--- src/rtl/adc_stream_pack.sv ---
// N-channel ADC sample formatter with shared decimation and per-channel
// FIFO-backed AXI-stream outputs, overrange tagging and drop accounting.
module adc_stream_pack #(
  parameter int NUM_CH      = 2,
  parameter int DATA_WIDTH  = 14,
  parameter int TDATA_WIDTH = 16,
  parameter int FIFO_DEPTH  = 16,
  parameter int DECIM_WIDTH = 8
) (
  input  logic                          m_axis_aclk,
  input  logic                          m_axis_areset,
  input  logic                          enable,
  input  logic                          fmt_signed,
  input  logic [DECIM_WIDTH-1:0]        decim,
  input  logic                          adc_valid,
  input  logic [NUM_CH*DATA_WIDTH-1:0]  adc_data,
  input  logic [NUM_CH-1:0]             adc_or,
  input  logic                          or_clear,
  output logic [NUM_CH-1:0]             m_axis_tvalid,
  input  logic [NUM_CH-1:0]             m_axis_tready,
  output logic [NUM_CH*TDATA_WIDTH-1:0] m_axis_tdata,
  output logic [NUM_CH-1:0]             m_axis_tuser,
  output logic [NUM_CH-1:0]             ovf_sticky,
  output logic [NUM_CH*16-1:0]          drop_count
);

  localparam int AW = $clog2(FIFO_DEPTH);
  localparam int CW = AW + 1;
  localparam int EW = TDATA_WIDTH + 1;
  localparam logic [CW-1:0]          FULL_LVL = CW'(FIFO_DEPTH);
  localparam logic [CW-1:0]          CNT_ONE  = CW'(1);
  localparam logic [CW-1:0]          CNT_ZERO = CW'(0);
  localparam logic [AW-1:0]          PTR_ONE  = AW'(1);
  localparam logic [AW-1:0]          PTR_ZERO = AW'(0);
  localparam logic [DECIM_WIDTH-1:0] DEC_ONE  = DECIM_WIDTH'(1);
  localparam logic [DECIM_WIDTH-1:0] DEC_ZERO = DECIM_WIDTH'(0);
  localparam logic [15:0]            DROP_MAX = 16'hFFFF;
  localparam logic [15:0]            DROP_ONE = 16'h0001;
  localparam logic [15:0]            DROP_ZERO = 16'h0000;
  localparam logic [EW-1:0]          ENTRY_ZERO = EW'(0);

  // Offset-binary to two's complement is an MSB flip followed by sign extension.
  function automatic logic [TDATA_WIDTH-1:0] fmt_sample(input logic [DATA_WIDTH-1:0] s,
                                                        input logic sgn);
    logic [DATA_WIDTH-1:0]  v;
    logic [TDATA_WIDTH-1:0] r;
    v = s;
    if (sgn) begin
      v[DATA_WIDTH-1] = ~s[DATA_WIDTH-1];
    end else begin
      v[DATA_WIDTH-1] = s[DATA_WIDTH-1];
    end
    for (int i = 0; i < TDATA_WIDTH; i++) begin
      if (i < DATA_WIDTH) begin
        r[i] = v[i];
      end else begin
        r[i] = sgn ? v[DATA_WIDTH-1] : 1'b0;
      end
    end
    return r;
  endfunction

  logic [DECIM_WIDTH-1:0] dcnt_q, dcnt_d, decim_l_q, decim_l_d, eff_decim_s;
  logic                   keep_s;
  logic [NUM_CH-1:0]      acc_q, acc_d, win_or_s;
  logic [NUM_CH-1:0]      pop_s, full_s, wr_s, drop_s;
  logic [NUM_CH-1:0]      tvalid_q, tvalid_d, tuser_q, tuser_d, sticky_q, sticky_d;
  logic [EW-1:0]          wentry_s [NUM_CH];
  logic [EW-1:0]          head_s   [NUM_CH];
  logic [EW-1:0]          mem_q    [NUM_CH][FIFO_DEPTH];
  logic [AW-1:0]          rd_ptr_q [NUM_CH], rd_ptr_d [NUM_CH];
  logic [AW-1:0]          wr_ptr_q [NUM_CH], wr_ptr_d [NUM_CH];
  logic [CW-1:0]          cnt_q    [NUM_CH], cnt_d    [NUM_CH];
  logic [TDATA_WIDTH-1:0] tdata_q  [NUM_CH], tdata_d  [NUM_CH];
  logic [15:0]            drop_q   [NUM_CH], drop_d   [NUM_CH];

  // Shared decimation phase; the ratio is captured at every keep cycle.
  always_comb begin
    dcnt_d      = dcnt_q;
    decim_l_d   = decim_l_q;
    keep_s      = 1'b0;
    eff_decim_s = (decim > DEC_ONE) ? decim : DEC_ONE;
    if (!enable) begin
      dcnt_d = DEC_ZERO;
    end else if (adc_valid) begin
      if (dcnt_q == DEC_ZERO) begin
        keep_s    = 1'b1;
        decim_l_d = eff_decim_s;
        dcnt_d    = (eff_decim_s == DEC_ONE) ? DEC_ZERO : DEC_ONE;
      end else if (dcnt_q == decim_l_q - DEC_ONE) begin
        dcnt_d = DEC_ZERO;
      end else begin
        dcnt_d = dcnt_q + DEC_ONE;
      end
    end else begin
      dcnt_d = dcnt_q;
    end
  end

  // Overrange accumulated across the decimation window, restarted after each keep.
  always_comb begin
    win_or_s = acc_q | adc_or;
    if (!enable) begin
      acc_d = {NUM_CH{1'b0}};
    end else if (adc_valid) begin
      acc_d = keep_s ? {NUM_CH{1'b0}} : win_or_s;
    end else begin
      acc_d = acc_q;
    end
  end

  // Per-channel FIFO control, next head word and drop accounting.
  always_comb begin
    pop_s    = {NUM_CH{1'b0}};
    full_s   = {NUM_CH{1'b0}};
    wr_s     = {NUM_CH{1'b0}};
    drop_s   = {NUM_CH{1'b0}};
    tvalid_d = {NUM_CH{1'b0}};
    tuser_d  = {NUM_CH{1'b0}};
    sticky_d = sticky_q;
    for (int c = 0; c < NUM_CH; c++) begin
      pop_s[c]    = tvalid_q[c] & m_axis_tready[c];
      full_s[c]   = (cnt_q[c] == FULL_LVL);
      wr_s[c]     = keep_s & (~full_s[c] | pop_s[c]);
      drop_s[c]   = keep_s & full_s[c] & ~pop_s[c];
      wentry_s[c] = {win_or_s[c], fmt_sample(adc_data[c*DATA_WIDTH +: DATA_WIDTH], fmt_signed)};
      wr_ptr_d[c] = wr_s[c]  ? wr_ptr_q[c] + PTR_ONE : wr_ptr_q[c];
      rd_ptr_d[c] = pop_s[c] ? rd_ptr_q[c] + PTR_ONE : rd_ptr_q[c];
      case ({wr_s[c], pop_s[c]})
        2'b10:   cnt_d[c] = cnt_q[c] + CNT_ONE;
        2'b01:   cnt_d[c] = cnt_q[c] - CNT_ONE;
        default: cnt_d[c] = cnt_q[c];
      endcase
      // The word being written is the new head when it lands at the next read slot.
      if (cnt_d[c] == CNT_ZERO) begin
        head_s[c] = ENTRY_ZERO;
      end else if (wr_s[c] && (wr_ptr_q[c] == rd_ptr_d[c])) begin
        head_s[c] = wentry_s[c];
      end else begin
        head_s[c] = mem_q[c][rd_ptr_d[c]];
      end
      tvalid_d[c] = (cnt_d[c] != CNT_ZERO);
      tdata_d[c]  = head_s[c][TDATA_WIDTH-1:0];
      tuser_d[c]  = head_s[c][TDATA_WIDTH];
      if (or_clear) begin
        drop_d[c]   = drop_s[c] ? DROP_ONE : DROP_ZERO;
        sticky_d[c] = drop_s[c];
      end else if (drop_s[c]) begin
        drop_d[c]   = (drop_q[c] == DROP_MAX) ? drop_q[c] : drop_q[c] + DROP_ONE;
        sticky_d[c] = 1'b1;
      end else begin
        drop_d[c]   = drop_q[c];
        sticky_d[c] = sticky_q[c];
      end
    end
  end

  // FIFO storage; contents are don't-care until written so no reset is needed.
  always_ff @(posedge m_axis_aclk) begin
    for (int c = 0; c < NUM_CH; c++) begin
      if (wr_s[c]) begin
        mem_q[c][wr_ptr_q[c]] <= wentry_s[c];
      end
    end
  end

  // State and registered outputs.
  always_ff @(posedge m_axis_aclk or posedge m_axis_areset) begin
    if (m_axis_areset) begin
      dcnt_q    <= DEC_ZERO;
      decim_l_q <= DEC_ONE;
      acc_q     <= {NUM_CH{1'b0}};
      tvalid_q  <= {NUM_CH{1'b0}};
      tuser_q   <= {NUM_CH{1'b0}};
      sticky_q  <= {NUM_CH{1'b0}};
      for (int c = 0; c < NUM_CH; c++) begin
        rd_ptr_q[c] <= PTR_ZERO;
        wr_ptr_q[c] <= PTR_ZERO;
        cnt_q[c]    <= CNT_ZERO;
        tdata_q[c]  <= {TDATA_WIDTH{1'b0}};
        drop_q[c]   <= DROP_ZERO;
      end
    end else begin
      dcnt_q    <= dcnt_d;
      decim_l_q <= decim_l_d;
      acc_q     <= acc_d;
      tvalid_q  <= tvalid_d;
      tuser_q   <= tuser_d;
      sticky_q  <= sticky_d;
      for (int c = 0; c < NUM_CH; c++) begin
        rd_ptr_q[c] <= rd_ptr_d[c];
        wr_ptr_q[c] <= wr_ptr_d[c];
        cnt_q[c]    <= cnt_d[c];
        tdata_q[c]  <= tdata_d[c];
        drop_q[c]   <= drop_d[c];
      end
    end
  end

  assign m_axis_tvalid = tvalid_q;
  assign m_axis_tuser  = tuser_q;
  assign ovf_sticky    = sticky_q;

  for (genvar g = 0; g < NUM_CH; g++) begin : g_out
    assign m_axis_tdata[g*TDATA_WIDTH +: TDATA_WIDTH] = tdata_q[g];
    assign drop_count[g*16 +: 16]                     = drop_q[g];
  end

endmodule

--- config.mk ---
export PLATFORM = sky130hd
export DESIGN_NAME = adc_stream_pack
export DESIGN_NICKNAME = d
export VERILOG_FILES = /design/src/rtl/adc_stream_pack.sv
export SDC_FILE = /design/constraint.sdc
export NUM_CORES = 1
export LEC_CHECK = 0
export BUFFER_PORTS_ARGS = -buffer_cell sky130_fd_sc_hd__buf_4
export CORE_ASPECT_RATIO = 0.5
export CORE_UTILIZATION = 63
export CTS_CLUSTER_SIZE = 40
export DETAILED_ROUTE_END_ITERATION = 16
export PLACE_DENSITY = 0.9
export SLEW_MARGIN = 30
export SYNTH_ARGS = -nofsm -noshare
export SYNTH_HDL_FRONTEND = slang
export SYNTH_SLANG_ARGS = --single-unit
--- constraint.sdc ---
create_clock -name m_axis_aclk -period 9.7 [get_ports m_axis_aclk]
set_clock_uncertainty 0.05 [all_clocks]
set_input_delay 1.94 -clock m_axis_aclk [delete_from_list [all_inputs] [get_ports m_axis_aclk]]
set_output_delay 1.94 -clock m_axis_aclk [all_outputs]
set_load 0.02 [all_outputs]
==> key figures <==
Worst setup path
  • CP startpoint: m_axis_tready[0]
  • Setup CP Type: primary input to flip-flop
  • Reg-to-reg startpoint: dcnt_q[0]
  • Worst Reg-to-Reg Cells: 16
  • Required time worst endpoint: 10.13 ns
  • Capture point of the worst reg-to-reg path: m_axis_tdata[22]
  • Reg2reg setup slack: 4.89 ns
  • Crit path capture type: flip-flop
  • CP arrival: 5.94 ns
  • Type of origin of the critical path: primary input
  • Critical Path End: m_axis_tuser[0]
  • Critical Path Fanout Max: 35

Power and ir drop
  • VDD IR max: 0.178 mV
  • Cell Pwr Density: 297 nW/um^2
  • Sequential Power Share: 36.7%
  • Clock power frac: 23.4%
  • Switching pwr: 3390 uW
  • Internal Power: 5900 uW
  • Sw Ratio: 36.5%
  • Logic pwr share: 40.0%
  • Leak: 0.0111 uW

Timing
  • Min Tclk post-route: 5.51 ns
  • Final TNS setup: 0 ns
  • Final period util: 56.8%
  • RSZ-0062 raised after global routing: false
  • Worst Max-Slew Pin Slew: 1.02 ns
  • Final hold slack: 0.449 ns
  • Final Slew Violations: 0
  • Max-slew headroom: 31.5%
  • Max frequency: 0.181 GHz
  • Final setup fails: 0
  • Final Hold Fails: 0

Global routing
  • Gr usage total: 31.2%
  • First-pass GRT wire length: 106000 um
  • Largest net degree at the start of global routing: 81
  • Vias in the first global route: 18245
  • Initial antenna violation count: 0
  • GRT met2 Usage: 53.7%
  • GR met1 Demand/Resource: 38.5%
  • Grt peak-use layer: met2
  • GR Util met3: 6.01%
  • Grt total ovfl: 0

Placement
  • Placed Area: 29500 um^2
  • Post-DP HPWL: 41200 um
  • Port buffer count: 115
  • Placer congestion estimate: 0.865

Synthesis
  • Distinct cells, synth: 92
  • Most area-consuming cells after synthesis: edfxtp_1 (55%), dfrtp_1 (10%), mux2i_1 (5.6%)
  • Syn Nets: 1963
  • Netlist area before placement: 27900 um^2
  • Avg Cell Area, Syn: 14.7 um^2
  • Seq/Total Area, Yosys: 65.1%
  • Top cell type's share of synthesized area: 55.1%
  • Yosys top cell by area: edfxtp_1
  • Yosys warnings: 0
  • #FFs+latches synth: 624
  • EDFF count, synth: 512
  • Synth Flop Type: edfxtp_1
  • Synth async-reset ratio: 17.9%
  • Count leader, synth: edfxtp_1
  • Post-synth top cells: edfxtp_1 (512), mux2i_1 (156), nand2_1 (114)
  • Gate Count Post-Synth: 1894

Outcome
  • Outcome: finished, final reports clean

CTS
  • CTS Buffer Depth: 3
  • Clock root buffer: clkbuf_16
  • Clk pin slew, worst setup/hold paths: 0.07 ns
  • Hold buffers post-CTS: 0
  • # H-tree levels: 2
  • Post_cts resized: 0
  • Clk_lat worst skew: 0.60 ns
  • CTS Sinks: 624
  • CTS tree: done
  • TritonCTS Buffers: 51
  • Post-CTS setup buffer count: 0

Final layout
  • Fill count: 2589
  • Antenna fix cells: 0
  • Final net count: 2067
  • Post-route cell area: 31200 um^2
  • P&R area growth vs syn: 11.9%
  • Share of layout cells above drive strength 1: 21.8%

Floorplan
  • Top Ports: 116
  • Core area: 43600 um^2
  • Die ar.: 45200 um^2
  • Die H: 151 um
  • Die X: 300 um
  • Row cnt: 54
  • Starting Density: 63.9%

Min path
  • Hold Path Depth: 1
  • Worst min path class: flip-flop to flip-flop

Routing
  • Iteration-0 DRC Markers: 2459
  • Via Count: 18128
  • Wire per inst: 26.8 um
  • Drt total wl: 70500 um
  • Vias per cell: 6.90
  • DRC viols: 0
  • Antenna violation net count after detailed routing: 0
  • Drt first pass iters: 8

Job
  • Max Cap Viol: 0
[worst max-delay path: stages]
cell and delay, ns:
buf_4 0.16, nand2_1 0.06, buf_4 0.27, and4b_1 0.30, nor2_1 0.44, inv_1 0.13, ha_1 0.30, xor2_1 0.17
ha_1 0.24, a21oi_1 0.16, xnor2_1 0.18, nor3_1 0.07, or4b_2 0.68, nor3_2 0.13, buf_4 0.29, inv_1 0.22
o211a_1 0.18
[power by group through the flow]
| stage | combinational, uW | clock (uW) | sequential [uW] |
|---|---|---|---|
| after floorplan | 2610 | 0 | 3380 |
| after global placement | 3410 | 0 | 3430 |
| after detailed placement | 3570 | 0 | 3440 |
| after CTS | 3640 | 2170 | 3390 |
| after global routing | 3890 | 2270 | 3420 |
| final | 3710 | 2170 | 3400 |
[sequential cells by signal (all words and copies together), names as in the netlist, 8 cells and up]
register      cells
decim_l_q         8
wr_ptr_q          8
mem_q           512
dcnt_q            8
rd_ptr_q          8
cnt_q            10
m_axis_tdata     30
drop_count       32
[cells in the final DEF, fill, tap and decap left out, types with 16 or more instances in the layout]
| master | n |
|---|---|
| a211o_1 | 16 |
| a211oi_1 | 46 |
| a21oi_1 | 68 |
| a22oi_1 | 72 |
| a32oi_1 | 18 |
| buf_4 | 165 |
| clkbuf_16 | 51 |
| dfrtp_1 | 110 |
| edfxtp_1 | 512 |
| ha_1 | 22 |
| inv_1 | 33 |
| mux2_2 | 66 |
| mux2i_1 | 156 |
| mux4_2 | 46 |
| nand2_1 | 114 |
| nand3_1 | 34 |
| nor2_1 | 80 |
| nor4_1 | 30 |
| o21ai_0 | 19 |
| o22ai_1 | 22 |
| xnor2_1 | 41 |
| xor2_1 | 18 |
[how the worst min path moves through the flow]
| stage | start | endpoint |
|---|---|---|
| 2_1_floorplan | cnt_q[9] | cnt_q[9] |
| 3_3_place_gp | cnt_q[9] | cnt_q[9] |
| 3_5_place_dp | cnt_q[9] | cnt_q[9] |
| 4_1_cts | cnt_q[9] | cnt_q[9] |
| 5_1_grt | cnt_q[9] | cnt_q[9] |
| 6_report | cnt_q[9] | cnt_q[9] |
[metrics by stage]
| stage | total power [uW] | setup WS, ns | std cells | util [%] |
|---|---|---|---|---|
| 6_report | 9280 | 4.19 | 2628 | 71.5 |
| 5_1_grt | 9580 | 3.95 | 2628 | 71.5 |
| 4_1_cts | 9200 | 4.29 | 2628 | 71.5 |
| 3_5_place_dp | 7000 | 3.72 | 2533 | 67.5 |
| 3_3_place_gp | 6840 | 3.83 | 2532 | 67.5 |
| 2_1_floorplan | 5990 | 4.59 | 1894 | - |
[metal layers]
metal	share of wire, %	vias to the layer above	wire, um
li1	-	7649	-
met1	35	8967	24600
met2	50	1252	35300
met3	10	260	7330
met4	4.5	0	3210
met5	0	-	0
[cell type report]
class	instances	area, um^2	area share (%)
sequential	624	18200	58.2
tap	588	736	2.36
clock buffer	67	1400	4.47
inverter	41	156	0.501
multi-input combinational	1114	9170	29.3
timing repair buffer	166	1250	4.00
clock inverter	28	343	1.10
[cells by family after synthesis]
| logic type | count (synthesis) | share of synthesized area (%) |
|---|---|---|
| adder cells (fa/ha/maj) | 23 | 1.03 |
| XOR/XNOR | 62 | 2.07 |
| flip-flops | 624 | 65.1 |
| buffers and inverters | 156 | 2.64 |
| AND/OR/NAND/NOR | 398 | 7.47 |
| AO/OA/AOI/OAI | 363 | 9.69 |
| multiplexers | 268 | 12.0 |
(Power assumes the default switching activity.)
